`config.mk`:
```
export PLATFORM = sky130hd
export DESIGN_NAME = vga_scan
export DESIGN_NICKNAME = d
export VERILOG_FILES = /design/src/rtl/vga_pkg.sv /design/src/rtl/vga_tick_div.sv /design/src/rtl/vga_scan.sv
export SDC_FILE = /design/constraint.sdc
export NUM_CORES = 1
export LEC_CHECK = 0
export CORE_MARGIN = 1
export CORE_UTILIZATION = 51
export CTS_CLUSTER_SIZE = 10
export DETAILED_ROUTE_END_ITERATION = 10
export GPL_ROUTABILITY_DRIVEN = 0
export PLACE_DENSITY_LB_ADDON = 0.12
export SLEW_MARGIN = 10
export SYNTH_ARGS = -nofsm -noshare
export SYNTH_HDL_FRONTEND = slang
export SYNTH_SLANG_ARGS = --single-unit
```
`constraint.sdc`:
```
create_clock -name clk -period 6.6 [get_ports clk]
set_clock_uncertainty 0.05 [all_clocks]
set_input_delay 1.98 -clock clk [delete_from_list [all_inputs] [get_ports clk]]
set_output_delay 1.98 -clock clk [all_outputs]
set_load 0.005 [all_outputs]
```
`src/rtl/vga_pkg.sv`:
```
// Shared VGA timing constants, colour width, colour key and the
// per-pixel sync/blank bundle carried through the alignment pipeline.
package vga_pkg;

  localparam int H_VISIBLE = 640;
  localparam int H_FP      = 16;
  localparam int H_SYNC    = 96;
  localparam int H_BP      = 48;
  localparam int V_VISIBLE = 480;
  localparam int V_FP      = 10;
  localparam int V_SYNC    = 2;
  localparam int V_BP      = 33;

  localparam int H_TOTAL  = H_VISIBLE + H_FP + H_SYNC + H_BP;
  localparam int V_TOTAL  = V_VISIBLE + V_FP + V_SYNC + V_BP;
  localparam int HS_START = H_VISIBLE + H_FP;
  localparam int HS_END   = HS_START + H_SYNC;
  localparam int VS_START = V_VISIBLE + V_FP;
  localparam int VS_END   = VS_START + V_SYNC;

  localparam int CLK_DIV     = 4;
  localparam int ANIM_FRAMES = 30;
  localparam int PIPE_LAT    = 1;

  localparam int                RGB_W   = 12;
  localparam logic [RGB_W-1:0]  KEY_RGB = 12'hF0F;

  typedef struct packed {
    logic video_on;
    logic hs;
    logic vs;
  } sync_t;

  // Blanked, both syncs inactive (high).
  localparam sync_t SYNC_IDLE = '{video_on: 1'b0, hs: 1'b1, vs: 1'b1};

endpackage

```
`src/rtl/vga_tick_div.sv`:
```
// Clock-enable divider: pix_tick is a registered one-clk pulse every
// CLK_DIV clocks, first asserted CLK_DIV clocks after reset release.
module vga_tick_div #(
  parameter int CLK_DIV = 4
) (
  input  logic clk,
  input  logic rst,
  output logic pix_tick
);

  localparam int              DW       = $clog2(CLK_DIV);
  localparam logic [DW-1:0]   DIV_LAST = DW'(CLK_DIV - 1);

  logic [DW-1:0] div;

  // NOTE: state registers use non-blocking assignments so every flop samples
  // pre-edge values regardless of statement order.
  always_ff @(posedge clk) begin
    if (rst) begin
      div      <= '0;
      pix_tick <= 1'b0;
    end else begin
      pix_tick <= (div == DIV_LAST);
      div      <= (div == DIV_LAST) ? '0 : div + DW'(1);
    end
  end

endmodule

```
`src/rtl/vga_scan.sv`:
```
// VGA scan master: pixel coordinates, delayed sync/blank aligned to the
// sprite renderer, colour-keyed pixel mux and frame-rate animation toggle.
module vga_scan import vga_pkg::*; #(
  parameter int               H_VISIBLE   = vga_pkg::H_VISIBLE,
  parameter int               H_FP        = vga_pkg::H_FP,
  parameter int               H_SYNC      = vga_pkg::H_SYNC,
  parameter int               H_BP        = vga_pkg::H_BP,
  parameter int               V_VISIBLE   = vga_pkg::V_VISIBLE,
  parameter int               V_FP        = vga_pkg::V_FP,
  parameter int               V_SYNC      = vga_pkg::V_SYNC,
  parameter int               V_BP        = vga_pkg::V_BP,
  parameter int               CLK_DIV     = vga_pkg::CLK_DIV,
  parameter int               ANIM_FRAMES = vga_pkg::ANIM_FRAMES,
  parameter int               PIPE_LAT    = vga_pkg::PIPE_LAT,
  parameter logic [RGB_W-1:0] KEY_RGB     = vga_pkg::KEY_RGB
) (
  input  logic             clk,
  input  logic             rst,
  output logic [9:0]       col,
  output logic [9:0]       row,
  output logic             pix_tick,
  output logic             anim_toggle,
  input  logic             sprite_hit,
  input  logic [RGB_W-1:0] sprite_rgb,
  input  logic [RGB_W-1:0] bg_rgb,
  output logic [3:0]       vga_r,
  output logic [3:0]       vga_g,
  output logic [3:0]       vga_b,
  output logic             hs,
  output logic             vs
);

  localparam logic [9:0] H_LAST   = 10'(H_VISIBLE + H_FP + H_SYNC + H_BP - 1);
  localparam logic [9:0] V_LAST   = 10'(V_VISIBLE + V_FP + V_SYNC + V_BP - 1);
  localparam logic [9:0] H_VIS    = 10'(H_VISIBLE);
  localparam logic [9:0] V_VIS    = 10'(V_VISIBLE);
  localparam logic [9:0] HS_FIRST = 10'(H_VISIBLE + H_FP);
  localparam logic [9:0] HS_STOP  = 10'(H_VISIBLE + H_FP + H_SYNC);
  localparam logic [9:0] VS_FIRST = 10'(V_VISIBLE + V_FP);
  localparam logic [9:0] VS_STOP  = 10'(V_VISIBLE + V_FP + V_SYNC);

  localparam int            FW         = (ANIM_FRAMES > 1) ? $clog2(ANIM_FRAMES) : 1;
  localparam logic [FW-1:0] FRAME_LAST = FW'(ANIM_FRAMES - 1);

  logic             col_last, row_last, end_of_frame;
  logic [FW-1:0]    frame_cnt;
  sync_t            raw;
  sync_t            pipe [PIPE_LAT];
  logic [RGB_W-1:0] pix_rgb, rgb_q;

  vga_tick_div #(.CLK_DIV(CLK_DIV)) u_tick_div (
    .clk      (clk),
    .rst      (rst),
    .pix_tick (pix_tick)
  );

  assign col_last     = (col == H_LAST);
  assign row_last     = (row == V_LAST);
  assign end_of_frame = pix_tick && col_last && row_last;

  always_ff @(posedge clk) begin
    if (rst) begin
      col         <= '0;
      row         <= '0;
      frame_cnt   <= '0;
      anim_toggle <= 1'b0;
    end else begin
      if (pix_tick) begin
        if (col_last) begin
          col <= '0;
          row <= row_last ? '0 : row + 10'd1;
        end else begin
          col <= col + 10'd1;
        end
      end
      if (end_of_frame) begin
        if (frame_cnt == FRAME_LAST) begin
          frame_cnt   <= '0;
          anim_toggle <= ~anim_toggle;
        end else begin
          frame_cnt <= frame_cnt + FW'(1);
        end
      end
    end
  end

  // NOTE: every signal written in always_comb gets a default first, so no
  // path can leave it unassigned and infer a latch.
  always_comb begin
    raw          = SYNC_IDLE;
    raw.video_on = (col < H_VIS) && (row < V_VIS);
    raw.hs       = !((col >= HS_FIRST) && (col < HS_STOP));
    raw.vs       = !((row >= VS_FIRST) && (row < VS_STOP));
  end

  // Transparent sprite pixels fall through to the background colour.
  always_comb begin
    pix_rgb = '0;
    if (pipe[PIPE_LAT-1].video_on) begin
      pix_rgb = (sprite_hit && (sprite_rgb != KEY_RGB)) ? sprite_rgb : bg_rgb;
    end
  end

  // NOTE: the alignment shift register is small and its contents reach the
  // pins, so it is reset to blanked/inactive rather than left uninitialised.
  always_ff @(posedge clk) begin
    if (rst) begin
      for (int i = 0; i < PIPE_LAT; i++) pipe[i] <= SYNC_IDLE;
      hs    <= 1'b1;
      vs    <= 1'b1;
      rgb_q <= '0;
    end else if (pix_tick) begin
      pipe[0] <= raw;
      for (int i = 1; i < PIPE_LAT; i++) pipe[i] <= pipe[i-1];
      hs    <= pipe[PIPE_LAT-1].hs;
      vs    <= pipe[PIPE_LAT-1].vs;
      rgb_q <= pix_rgb;
    end
  end

  assign vga_r = rgb_q[11:8];
  assign vga_g = rgb_q[7:4];
  assign vga_b = rgb_q[3:0];

endmodule

```
==> run summary, run 1 <==
status: finished, final reports clean
Post-CTS Resized: 0
Slew HR: 38.44%
all-layer global routing usage: 23.33%
drt wl/cell: 14.39 um
Max-cap violations: 0
Vias: 1983
Syn Inst Count: 245
Top FF cell, synth: dfxtp_1
CTS root buf: clkbuf_8
post-CTS setup buffer count: 0
IO buf count: 62
WS Path Type: input pin to flop
Setup TNS Final: 0 ns
IO Pins: 63
Routed WL: 5.078 mm
Mean Syn Cell Area: 9.014 um2
vias per inst: 5.618
CP peak stage delay: 0.70 ns
post-route setup slack: 2.714 ns
r2r startpoint: row[1]
PwrDens: 178.0 mW/mm2
worst-case clock buffer depth: 2
hold_sp: u_tick_div.div[0]
Tot Pwr: 526.7 uW
Routed Antenna Nets: 0
drt first pass iters: 4
row cnt: 23
final core occ: 72.41%
Yosys cell types: 41
maximum fanout along the worst path: 9
pre-CTS WS: 2.397 ns
Final Slew Violations: 0
R2R depth: 6
fin crit period: 3.886 ns
CP arrival: 4.01 ns
final cell count without fillers: 353
Post-Syn Nets: 279
startpoint types: input pin
first-pass GRT wire length: 8.114 mm
worst hold path type: flop to flop
H-tree lvl count: 2
vias in the first global route: 1788
Die Wd: 67.81 um
Worst Hold Depth: 1
ant diodes: 0
sequential fraction of the synthesis area: 43.06%
slowest stage cell, crit path: o41ai_4
Final Setup Violations: 0
EDFF count, synth: 3
Critical Path End Type: flop
Leakage Power: 1.009 nW
top-area cell type share of the netlist area: 38.98%
CTS tree: built
drc violations: 0
worst slew pin tran: 0.9200 ns
commonest cells in the synthesized netlist: dfxtp_1, nand2_1, a21oi_1
placed insts: 345
Worst R2R Setup Slack: 4.19 ns
grt ovf: 0
clock latency on the worst-skew pair: 0.29 ns
Die Ht: 67.81 um
Worst Hold Margin: 0.3841 ns
full die area: 0.004598 mm2
CP Data Required Time: 6.73 ns
initial antenna violation count: 0
CP cell instances: clkdlybuf4s50_1 -> or4b_4 -> o41ai_4 -> mux2i_1 -> o21ai_1
Placed Area: 0.002849 mm2
CTS clk-pin slew, worst paths: 0.09 ns
synth warn: 0
synthesized flop and latch total: 46
fin area: 0.002959 mm2
P&R area growth vs syn: 33.99%
core area: 0.004086 mm2
Async SR Flop Fraction: 0%
CTS Hold Bufs: 0
fmax: 0.2573 GHz
Yosys top cell by area: dfxtp_1
cell area after synthesis: 0.002208 mm2
Tcrit/Tclk final: 58.88%
final hold vios: 0
Nets: 336
initial drt markers: 86
Num Clock Sinks: 46
Synth area leaders: dfxtp_1, mux2i_1, edfxtp_1
Initial Utilization: 54.04%
top-count cell post-synth: dfxtp_1
Hold Path Sink: u_tick_div.div[0]
DP HPWL: 3.661 mm
RSZ-0062 raised after global routing: false
CTS buffer count: 5
pin count of the biggest net entering global routing: 32
peak supply drop: 0.1554 mV
layout cells sized above 1: 4.950%
R2R Path End: row[0]
-- power breakdown --
| group | internal [mW] | switching, mW |
|---|---|---|
| clock network | 0.106 | 0.0937 |
| logic | 0.0241 | 0.0170 |
| registers | 0.284 | 0.00237 |
-- cell type report --
type,count,area [um2]
multi-input combinational,177,1174
fill,341,1127
sequential,46,950.9
timing repair buffer,63,628.1
clock buffer,8,110.1
tap,50,62.56
inverter,9,33.78
-- worst max-delay path by stage --
stage,slack [ns],from,to,cells after the start
floorplan,2.97,sprite_rgb[4],rgb_q[10],4
global placement,2.40,sprite_rgb[4],rgb_q[10],5
detailed placement,2.40,rst,pipe[0][2],3
CTS,2.70,rst,pipe[0][2],3
global route,2.51,rst,pipe[0][0],3
finish,2.71,sprite_rgb[4],rgb_q[2],5
-- registers in the layout, indices dropped and copies added, names as in the netlist --
name and count:
row 10, vs 1, frame_cnt 5, anim_toggle 1, pipe 3, u_tick_div.pix_tick 1
col 10, hs 1, u_tick_div.div 2, rgb_q 12
-- metal layers --
layer | global-route usage (%) | vias to the layer above | routed length (um)
met1 | 30.26 | 919 | 2416
met3 | 4.730 | 10 | 232
met2 | 37.25 | 38 | 2356
li1 | - | 1016 | -
met4 | 10.16 | 0 | 73
met5 | 0 | - | 0
-- kinds of logic (layout without fill, tap and decap cells) --
| logic type | after synthesis | count (layout) | synth area share (%) |
|---|---|---|---|
| and+or+nand+nor | 99 | 99 | 26.12 |
| muxes | 9 | 9 | 4.079 |
| xor gates and xnor gates | 9 | 9 | 3.569 |
| adders and majority gates | 7 | 7 | 3.966 |
| AOI/OAI and AO/OA | 53 | 53 | 15.41 |
| buffers and inverters | 22 | 80 | 3.796 |
| DFF | 46 | 46 | 43.06 |
-- critical path: cells and delay by family --
family          cells  cell delay [ns]
compound gates      2             0.77
mux                 1             0.28
buf+inv             1             0.42
simple gates        1             0.56
-- placed cells by master (no fill, tap or decap), types with 3 or more instances in the layout --
master            n
nor3b_1           4
xnor2_1           5
nor2_1           15
clkdlybuf4s50_1  62
inv_1             9
or3_1             6
and4_1            3
mux2i_1           9
nor3_1            3
nand2b_1          3
a21oi_1          16
nand4_1           8
edfxtp_1          3
o21ai_1           6
nand3_1          10
o31ai_1          11
nand3b_1          3
dfxtp_1          43
or4_1             9
xor2_1            4
and3_1            3
ha_1              7
nand2_1          18
nor2b_1           5
clkbuf_8          8
o21ai_0          11
(Power assumes the default switching activity.)
==> run 2: changes to the inputs <==
Settings changed: CORE_UTILIZATION 51 to 47.
Clock period 6.6 ns to 3.85 ns, I/O delays scaled along.
==> run summary, run 2 (synthesis gave the netlist of run 1 again) <==
CTS root buf: clkbuf_8 (unchanged)
pre-CTS WS: 0.6510 ns (was 2.397 ns)
CTS Hold Bufs: 0 (unchanged)
final core occ: 66.78% (was 72.41%)
Routed WL: 5.027 mm (was 5.078 mm)
Tcrit/Tclk final: 75.13%
IO Pins: 63 (unchanged)
drt first pass iters: 7 (was 4)
RSZ-0062 raised after global routing: false (unchanged)
post-route setup slack: 0.9575 ns (was 2.714 ns)
full die area: 0.004977 mm2 (was 0.004598 mm2)
CP cell instances: clkdlybuf4s50_1 -> or4b_4 -> or4_2 -> a21oi_1 -> o31ai_1 (was clkdlybuf4s50_1 -> or4b_4 -> o41ai_4 -> mux2i_1 -> o21ai_1)
final hold vios: 0 (unchanged)
Largest Register: rgb_q (unchanged)
Post-CTS Resized: 0 (unchanged)
most frequent cells in the layout: clkdlybuf4s50_1, dfxtp_1, nand2_1 (unchanged)
ant diodes: 0 (unchanged)
status: complete, but fails checks (was finished, final reports clean)
first-pass GRT wire length: 8.411 mm (was 8.114 mm)
clock latency on the worst-skew pair: 0.29 ns (about the same)
Final Setup Violations: 0 (unchanged)
Die Ht: 70.55 um (was 67.81 um)
sequential share of power: 57.4% (was 54.3%)
slowest stage cell, crit path: or4_2 (was o41ai_4)
Initial Utilization: 49.69% (was 54.04%)
worst slew pin tran: 0.9023 ns (was 0.9200 ns)
CP peak stage delay: 0.61 ns (was 0.70 ns)
CTS buffer count: 5 (unchanged)
Critical Path End Type: flop (unchanged)
CTS tree: built (unchanged)
Max-cap violations: 0 (unchanged)
Routed Antenna Nets: 0 (unchanged)
Num Clock Sinks: 46 (unchanged)
failing checks: design-rule violations
drt wl/cell: 14.00 um (was 14.39 um)
H-tree lvl count: 2 (unchanged)
commonest non-fill, non-tap cell in the layout: clkdlybuf4s50_1 (unchanged)
crit path buf inv count: 1 (unchanged)
fmax: 0.3457 GHz
Tot Pwr: 852.8 uW (was 526.7 uW)
IO buf count: 62 (unchanged)
grt ovf: 0 (unchanged)
switching share of power: 22.83% (was 21.46%)
peak supply drop: 0.1779 mV (was 0.1554 mV)
vias in the first global route: 1809 (was 1788)
Nets: 340 (was 336)
vias per inst: 5.552 (was 5.618)
drc violations: 6 (was 0)
DP HPWL: 3.711 mm (was 3.661 mm)
CP Data Required Time: 3.97 ns (was 6.73 ns)
core area: 0.004444 mm2 (was 0.004086 mm2)
startpoint types: input pin (unchanged)
worst hold path type: flop to flop (unchanged)
Setup TNS Final: 0 ns (unchanged)
row cnt: 24 (was 23)
WS Path Type: input pin to flop (unchanged)
Vias: 1993 (was 1983)
Comb pwr share: 8.7% (was 7.8%)
worst-case clock buffer depth: 2 (unchanged)
Clk pwr share: 33.9% (was 37.9%)
maximum fanout along the worst path: 3 (was 9)
CTS clk-pin slew, worst paths: 0.08 ns (was 0.09 ns)
layout cells sized above 1: 5.863% (was 4.950%)
Largest register FFs: 12 (unchanged)
cell-internal power: 658.1 uW (was 413.7 uW)
top flop regs: rgb_q: 12 flops, col: 10 flops, row: 10 flops (unchanged)
P&R area growth vs syn: 34.39% (was 33.99%)
Final Slew Violations: 0 (unchanged)
Slew HR: 39.62% (was 38.44%)
pin count of the biggest net entering global routing: 19 (was 32)
PwrDens: 287.3 mW/mm2 (was 178.0 mW/mm2)
Die Wd: 70.55 um (was 67.81 um)
initial drt markers: 90 (was 86)
Leakage Power: 1.016 nW (was 1.009 nW)
CP top delay family: simple AND/OR/NAND/NOR gates (was compound AO/OA/AOI/OAI gates)
CP arrival: 3.01 ns (was 4.01 ns)
initial antenna violation count: 0 (unchanged)
post-CTS setup buffer count: 0 (unchanged)
fin crit period: 2.893 ns
all-layer global routing usage: 21.34% (was 23.33%)
NetSw: 194.7 uW (was 113.0 uW)
[run 2: worst reg2reg max path, stage by stage, from the launching register on]
cell and delay, ns:
dfxtp_1 0.44, ha_1 0.22, and4_1 0.29, nand4_1 0.48, buf_4 0.39, or4_1 0.51
a21oi_1 0.15
[run 2: path summary, 6_finish.rpt]
check             cells past startpoint         startpoint  slack, ns           endpoint
setup / recovery                      5      sprite_rgb[5]       0.96          rgb_q[11]
setup reg to reg                      6             col[0]       1.27             row[8]
hold / removal                        1  u_tick_div.div[0]       0.38  u_tick_div.div[0]
hold reg to reg                       1  u_tick_div.div[0]       0.38  u_tick_div.div[0]
[run 2: power groups by stage]
stage                     logic (mW)  registers (mW)  clock network, mW
after floorplan               0.0309           0.500                  0
after global placement        0.0728           0.501                  0
after detailed placement      0.0742           0.501                  0
after CTS                     0.0747           0.490              0.301
after global routing          0.0809           0.491              0.323
final                         0.0741           0.489              0.289
[run 2: final cells by class]
type,instances,area [um2]
repair buffers,67,658.1
fillers,395,1476
clock inverters,2,13.76
well taps,52,65.06
flip-flops and latches,46,950.9
multi-input cells,177,1174
clock buffers,6,72.57
inverters,9,33.78
[run 2: routing by layer]
metal / track usage, % / part of all wire [%]
met5: 0 / 0
met4: 8.000 / 1.4
met3: 3.846 / 3.9
met2: 35.81 / 47
met1: 27.64 / 47
[run 2: per-stage QoR]
stage,instance area (um2),hold WS [ns],cells
detailed placement,2882,0.3655,351
floorplan,2208,0.3477,245
global placement,2882,0.3591,351
finish,2968,0.3760,359
CTS,2968,0.3820,359
global route,2968,0.4022,359
